--- src/rtl/rv_sram_bridge.sv ---
// -----------------------------------------------------------------------------
// rv_sram_bridge
//
// Connects the PicoRV32 native memory interface (valid/ready) to two
// single-port synchronous SRAM macros: instruction memory (imem, bank 0) and
// data memory (dmem, bank 1). Reads wait a configurable SRAM latency.
// Partial-word stores are done as read-modify-write. Full-word stores are
// written in one shot. Out-of-range accesses raise a sticky error flag. A
// loader port lets the UART loader write imem while the bridge is idle, and it
// takes priority over the CPU.
//
// Ports
//   clk, rst                 system clock, asynchronous active-high reset
//   mem_valid/instr/addr/    CPU request (byte address; wstrb==0 is a read)
//   wdata/wstrb
//   mem_ready, mem_rdata     one-cycle completion pulse, registered read data
//   ld_valid/addr/data       loader imem write request (word address)
//   ld_ready                 loader accept (bridge idle)
//   bus_err_clr, bus_err     clear input, sticky error flag
//   {i,d}mem_csb/web         macro chip select / write enable, active-low
//   {i,d}mem_addr/din        macro word address / write data
//   {i,d}mem_dout            macro read data
// -----------------------------------------------------------------------------
module rv_sram_bridge #(
    parameter int DATA_WIDTH    = 32,
    parameter int ADDR_WIDTH    = 5,
    parameter int SRAM_LATENCY  = 1,
    parameter int IMEM_WRITABLE = 0
) (
    input  logic                    clk,
    input  logic                    rst,

    input  logic                    mem_valid,
    input  logic                    mem_instr,
    input  logic [31:0]             mem_addr,
    input  logic [DATA_WIDTH-1:0]   mem_wdata,
    input  logic [DATA_WIDTH/8-1:0] mem_wstrb,
    output logic                    mem_ready,
    output logic [DATA_WIDTH-1:0]   mem_rdata,

    input  logic                    ld_valid,
    input  logic [ADDR_WIDTH-1:0]   ld_addr,
    input  logic [DATA_WIDTH-1:0]   ld_data,
    output logic                    ld_ready,

    input  logic                    bus_err_clr,
    output logic                    bus_err,

    output logic                    imem_csb,
    output logic                    imem_web,
    output logic [ADDR_WIDTH-1:0]   imem_addr,
    output logic [DATA_WIDTH-1:0]   imem_din,
    input  logic [DATA_WIDTH-1:0]   imem_dout,

    output logic                    dmem_csb,
    output logic                    dmem_web,
    output logic [ADDR_WIDTH-1:0]   dmem_addr,
    output logic [DATA_WIDTH-1:0]   dmem_din,
    input  logic [DATA_WIDTH-1:0]   dmem_dout
);

    localparam int SW = DATA_WIDTH / 8;
    localparam int BB = $clog2(SW);
    localparam int CW = $clog2(SRAM_LATENCY + 1);

    localparam logic [CW-1:0] LAT     = CW'(SRAM_LATENCY);
    localparam logic [CW-1:0] CNT_ONE = CW'(1);

    typedef enum logic [1:0] {
        IDLE,
        RD_WAIT,
        RMW_WAIT,
        RESP
    } state_t;

    // One macro command; CMD_IDLE is the parked value outside issue cycles.
    typedef struct packed {
        logic                  csb;
        logic                  web;
        logic [ADDR_WIDTH-1:0] addr;
        logic [DATA_WIDTH-1:0] din;
    } sram_cmd_t;

    localparam sram_cmd_t CMD_IDLE = '{csb: 1'b1, web: 1'b1, addr: '0, din: '0};

    // -------------------------------------------------------------------------
    // Request decode (meaningful only in the IDLE decode cycle)
    // -------------------------------------------------------------------------
    logic [ADDR_WIDTH-1:0] req_index;
    logic                  req_bank;
    logic                  req_oor;
    logic                  req_read;
    logic                  req_full;
    logic                  req_drop;

    assign req_index = mem_addr[ADDR_WIDTH+BB-1 -: ADDR_WIDTH];
    assign req_bank  = mem_addr[ADDR_WIDTH+BB];
    assign req_oor   = |(mem_addr >> (ADDR_WIDTH + BB + 1));
    assign req_read  = (mem_wstrb == '0);
    assign req_full  = &mem_wstrb;
    // Stores into imem are refused unless the build allows self-modifying code.
    assign req_drop  = !req_read && !req_bank && (IMEM_WRITABLE == 0);

    // mem_instr is informational and the byte offset is ignored by design.
    logic unused_ok;
    assign unused_ok = ^{mem_instr, mem_addr[BB-1:0]};

    // -------------------------------------------------------------------------
    // State and request holding registers
    // -------------------------------------------------------------------------
    state_t                state_q, state_d;
    logic [CW-1:0]         cnt_q, cnt_d;
    logic                  bank_q;
    logic [ADDR_WIDTH-1:0] index_q;
    logic [DATA_WIDTH-1:0] wdata_q;
    logic [SW-1:0]         wstrb_q;
    logic [DATA_WIDTH-1:0] rdata_q, rdata_d;
    logic                  err_q;

    logic                  load_req;
    logic                  err_set;
    sram_cmd_t             imem_cmd, dmem_cmd, cmd;

    // Data returned by the bank captured at decode time.
    logic [DATA_WIDTH-1:0] dout_sel;
    logic [DATA_WIDTH-1:0] merged;

    assign dout_sel = bank_q ? dmem_dout : imem_dout;

    always_comb begin
        merged = dout_sel;
        for (int i = 0; i < SW; i++) begin
            if (wstrb_q[i]) begin
                merged[8*i +: 8] = wdata_q[8*i +: 8];
            end
        end
    end

    // -------------------------------------------------------------------------
    // Next-state and macro command logic
    // -------------------------------------------------------------------------
    always_comb begin
        // NOTE: every variable gets a default before any branch; a path that
        // leaves one unassigned would infer a latch.
        state_d  = state_q;
        cnt_d    = cnt_q;
        rdata_d  = rdata_q;
        load_req = 1'b0;
        err_set  = 1'b0;
        imem_cmd = CMD_IDLE;
        dmem_cmd = CMD_IDLE;
        cmd      = CMD_IDLE;

        // Reset must park the macros at once, even though state is already
        // IDLE and the CPU may still be presenting a request.
        if (!rst) begin
            case (state_q)
                IDLE: begin
                    if (ld_valid) begin
                        imem_cmd = '{csb: 1'b0, web: 1'b0, addr: ld_addr, din: ld_data};
                    end else if (mem_valid) begin
                        if (req_oor || req_drop) begin
                            err_set = 1'b1;
                            rdata_d = '0;
                            state_d = RESP;
                        end else begin
                            load_req = 1'b1;
                            // Reads and partial stores both start with a read.
                            cmd = '{csb:  1'b0,
                                    web:  !req_full,
                                    addr: req_index,
                                    din:  req_full ? mem_wdata : '0};
                            if (req_bank) begin
                                dmem_cmd = cmd;
                            end else begin
                                imem_cmd = cmd;
                            end
                            if (req_full) begin
                                state_d = RESP;
                            end else begin
                                cnt_d   = LAT;
                                state_d = req_read ? RD_WAIT : RMW_WAIT;
                            end
                        end
                    end
                end

                RD_WAIT: begin
                    cnt_d = cnt_q - CNT_ONE;
                    if (cnt_q == CNT_ONE) begin
                        rdata_d = dout_sel;
                        state_d = RESP;
                    end
                end

                RMW_WAIT: begin
                    cnt_d = cnt_q - CNT_ONE;
                    if (cnt_q == CNT_ONE) begin
                        // Old word is on dout this cycle: merge and write back.
                        cmd = '{csb: 1'b0, web: 1'b0, addr: index_q, din: merged};
                        if (bank_q) begin
                            dmem_cmd = cmd;
                        end else begin
                            imem_cmd = cmd;
                        end
                        state_d = RESP;
                    end
                end

                RESP: begin
                    state_d = IDLE;
                end

                default: begin
                    state_d = IDLE;
                end
            endcase
        end
    end

    // -------------------------------------------------------------------------
    // Sequential state
    // -------------------------------------------------------------------------
    always_ff @(posedge clk or posedge rst) begin
        if (rst) begin
            state_q <= IDLE;
            cnt_q   <= '0;
            bank_q  <= 1'b0;
            index_q <= '0;
            wdata_q <= '0;
            wstrb_q <= '0;
            rdata_q <= '0;
            err_q   <= 1'b0;
        end else begin
            // NOTE: non-blocking assignments here so every register samples
            // the pre-edge values regardless of statement order.
            state_q <= state_d;
            cnt_q   <= cnt_d;
            rdata_q <= rdata_d;
            if (load_req) begin
                bank_q  <= req_bank;
                index_q <= req_index;
                wdata_q <= mem_wdata;
                wstrb_q <= mem_wstrb;
            end
            // A new error wins over a coincident clear.
            if (err_set) begin
                err_q <= 1'b1;
            end else if (bus_err_clr) begin
                err_q <= 1'b0;
            end
        end
    end

    // -------------------------------------------------------------------------
    // Outputs
    // -------------------------------------------------------------------------
    assign mem_ready = (state_q == RESP);
    assign mem_rdata = rdata_q;
    assign ld_ready  = (state_q == IDLE);
    assign bus_err   = err_q;

    assign imem_csb  = imem_cmd.csb;
    assign imem_web  = imem_cmd.web;
    assign imem_addr = imem_cmd.addr;
    assign imem_din  = imem_cmd.din;

    assign dmem_csb  = dmem_cmd.csb;
    assign dmem_web  = dmem_cmd.web;
    assign dmem_addr = dmem_cmd.addr;
    assign dmem_din  = dmem_cmd.din;

endmodule

--- config.mk ---
export PLATFORM = sky130hd
export DESIGN_NAME = rv_sram_bridge
export DESIGN_NICKNAME = d
export VERILOG_FILES = /design/src/rtl/rv_sram_bridge.sv
export SDC_FILE = /design/constraint.sdc
export NUM_CORES = 1
export LEC_CHECK = 0
export BUFFER_PORTS_ARGS = -buffer_cell sky130_fd_sc_hd__buf_2
export CORE_ASPECT_RATIO = 0.75
export CORE_MARGIN = 2
export CORE_UTILIZATION = 47
export DETAILED_ROUTE_END_ITERATION = 7
export PLACE_DENSITY = 0.79
export SLEW_MARGIN = 10
export SYNTH_ARGS = -nofsm -noshare
export SYNTH_HDL_FRONTEND = slang
export SYNTH_SLANG_ARGS = --single-unit
--- constraint.sdc ---
create_clock -name clk -period 3.34 [get_ports clk]
set_input_delay 0.167 -clock clk [delete_from_list [all_inputs] [get_ports clk]]
set_output_delay 0.167 -clock clk [all_outputs]
set_load 0.05 [all_outputs]
==> metrics.yaml <==
placed_design:
  dp_hpwl_mm: 14.1
  port_buffers: 284
  place_congestion: 0.909
  dpl_worst_slack_ps: 607
yosys:
  syn_inst: 559
  synth-async-reset-ratio: 1.00
  yosysTopAreaCell: "dfrtp_1"
  ys_seq_area_frac: 0.329
  yosysWarnings: 0
  yosys-top-cells-area: "dfrtp_1 33%, mux2_4 14%, o2bb2ai_2 7.6%, mux2_2 7.2%, nand3_1 5.4%"
  netlist_area_mm2: 0.00594
  synth_edf_count: 0
  synth_cell_types: 53
  synth_fp_nets: 738
  syn_area_per_cell_um2: 10.6
  synth_top_area_frac: 0.329
  synth_ff_type: "dfrtp_1"
  synth_seq_cells: 78
pwr:
  switching_power_mw: 2.33
  p_leak_nw: 3.63
  switching_share: 0.486
  pwr-share-seq: 0.276
  vdd_drop_max_v: 0.000395
  p_comb_frac: 0.536
  p_int_mw: 2.46
  cellPowerDensity_mw_per_mm2: 631
  p_clk_frac: 0.188
  total_power_mw: 4.79
sta:
  clock_skew_ps: 7.73
  clock.fmax_mhz: 331
  slew_violations: 0
  slew_headroom: 0.319
  period_needed_ps: 3020
  period_share: 0.904
  setup_viol: 0
  fin_tns_setup_ps: 0
  rsz0062_at_grt: "false"
  finalHoldViolations: 0
  tightest_slew_ps: 1020
  timing.final.ws_setup_ps: 322
cts:
  cts_setup_buffers: 0
  cts_made_buffers: 9
  cts_max_path_buffers: 2
  cts-root-buf: "clkbuf_16"
  cts_repair_resize_count: 0
  clk_pin_slew_ps: 60
  clk_latency_ps: 330
  ctsHoldBuffers: 0
  cts_tree: "done"
  h-tree-depth: 3
  cts.sink_count: 78
setup_path:
  cp.arrival_ps: 2850
  slowest_stage: "ha_1"
  end_kind: "output pin"
  timing.rr.start: "state_q[0]"
  crit_start: "state_q[0]"
  critical_path_peak_fanout: 25
  worst-setup-path-type: "flip-flop to output pin"
  worstPathRequired_ps: 3170
  cp_slowest_stage_delay_ps: 570
  cp_cell_sequence: "inv_1, ha_1, nand4b_1, nor4_4, buf_4, nand3_1, a21oi_1, buf_2"
  startpoint_type: "flip-flop"
die:
  die-height_um: 101
  start_util: 0.483
  fp.dieW_um: 134
  die-area_mm2: 0.0136
  core_mm2: 0.0123
  rows: 35
  io_pins: 288
drt:
  drc_errors: 0
  wl_per_cell_um: 19.2
  first_pass_iters: 5
  ant_nets: 0
  drtIter0Drc: 253
  vias_per_cell: 5.69
  via_count: 5643
  wirelength_mm: 19.1
grt:
  grt_max_degree: 79
  grt_util_all_layers: 0.275
  grt-ovfl-total: 0
  antenna_found_initial: 0
  grt_pass1_vias: 5386
  grt_first_pass_wirelength_mm: 29.0
job:
  cap_violations: 0
hold_path:
  min-delay-start: "mem_wdata[16]"
  hold_path_class: "primary input to flip-flop"
final_layout:
  fin_nets: 999
  final_cell_mix: "284 x buf_2, 77 x dfrtp_1, 64 x nand3_1"
  diodes: 0
  areaGrowthSynthToFinish_pct: 28.0
  drive_gt1_frac: 0.560
  layout_commonest_cell: "buf_2"
  post-route-util: 0.618
run_status:
  outcome: "finished clean"
[final timing paths]
check                                      to  slack, ps  cells after the start
worst max-delay path              dmem_din[8]        320                      8
worst min-delay path              wdata_q[16]         80                      2
worst max register to register     wdata_q[9]        590                      8
worst min register to register  mem_rdata[25]        490                      1
max in group asynchronous              bank_q       2140                      3
min in group asynchronous       mem_rdata[26]        460                      3
[cells in the mapped netlist (4+ instances only)]
library cell   n
a21oi_1       26
a22o_1         6
a22oi_1       37
buf_12         4
buf_2         10
buf_6          7
clkbuf_1      18
dfrtp_1       78
ha_1           4
inv_1          7
mux2_1        11
mux2_2        38
mux2_4        57
nand2_1       44
nand3_1       64
nand4_1        5
nor2_1        39
nor4_1         5
o21ai_1        8
o22ai_1        5
o2bb2ai_2     30
[cell families (layout without fill, tap and decap cells)]
kind of cell               Yosys count  in the layout  share of synthesized area
and+or+nand+nor                    181            181                      0.158
AOI/OAI and AO/OA                  127            127                      0.192
adders and majority gates            4              4                    0.00843
muxes                              109            109                      0.242
buffers and inverters               60            326                     0.0712
DFF                                 78             78                      0.329
[worst max-delay path: cells and delay by family (launching register included)]
family / cells / cell delay, ps
AND/OR/NAND/NOR: 3 / 550
flip-flops: 1 / 400
buffers and inverters: 3 / 750
AO/OA/AOI/OAI: 1 / 220
adder cells (fa/ha/maj): 1 / 570
[metrics by stage]
step | std cells | hold slack, ps | instance area [µm²]
2_1_floorplan | 559 | 302 | 5940
3_3_place_gp | 975 | 413 | 7320
3_5_place_dp | 975 | 419 | 7320
4_1_cts | 991 | 71.0 | 7600
5_1_grt | 991 | 69.0 | 7600
6_report | 991 | 83.6 | 7600
[state kept, by name, summed over array words and instances (netlist names)]
register and count:
bus_err 1, wstrb_q 4, mem_rdata 32, state_q 2, wdata_q 32, index_q 5, bank_q 1, cnt_q 1
[routing by layer]
layer | global-route usage | wire, µm | vias to the layer above
li1 | - | - | 2613
met2 | 0.473 | 9100 | 274
met5 | 0 | 0 | -
met3 | 0.0681 | 1630 | 27
met1 | 0.349 | 8000 | 2729
met4 | 0.0720 | 336 | 0
[layout make-up]
class | instances | area (µm²)
Clock buffer | 10 | 239
Clock inverter | 6 | 37.5
Fill cell | 1046 | 4700
Inverter | 7 | 27.5
Multi-Input combinational cell | 421 | 3570
Sequential cell | 78 | 1950
Tap cell | 166 | 208
Timing Repair Buffer | 303 | 1560
[power groups by stage]
stage / registers [mW] / logic [mW] / clock network [mW]
3_3_place_gp: 1.33 / 2.55 / 0
2_1_floorplan: 1.95 / 1.34 / 0
3_5_place_dp: 1.34 / 2.56 / 0
6_report: 1.32 / 2.57 / 0.904
4_1_cts: 1.32 / 2.57 / 0.929
5_1_grt: 1.35 / 2.70 / 0.967
(Power assumes the default switching activity.)
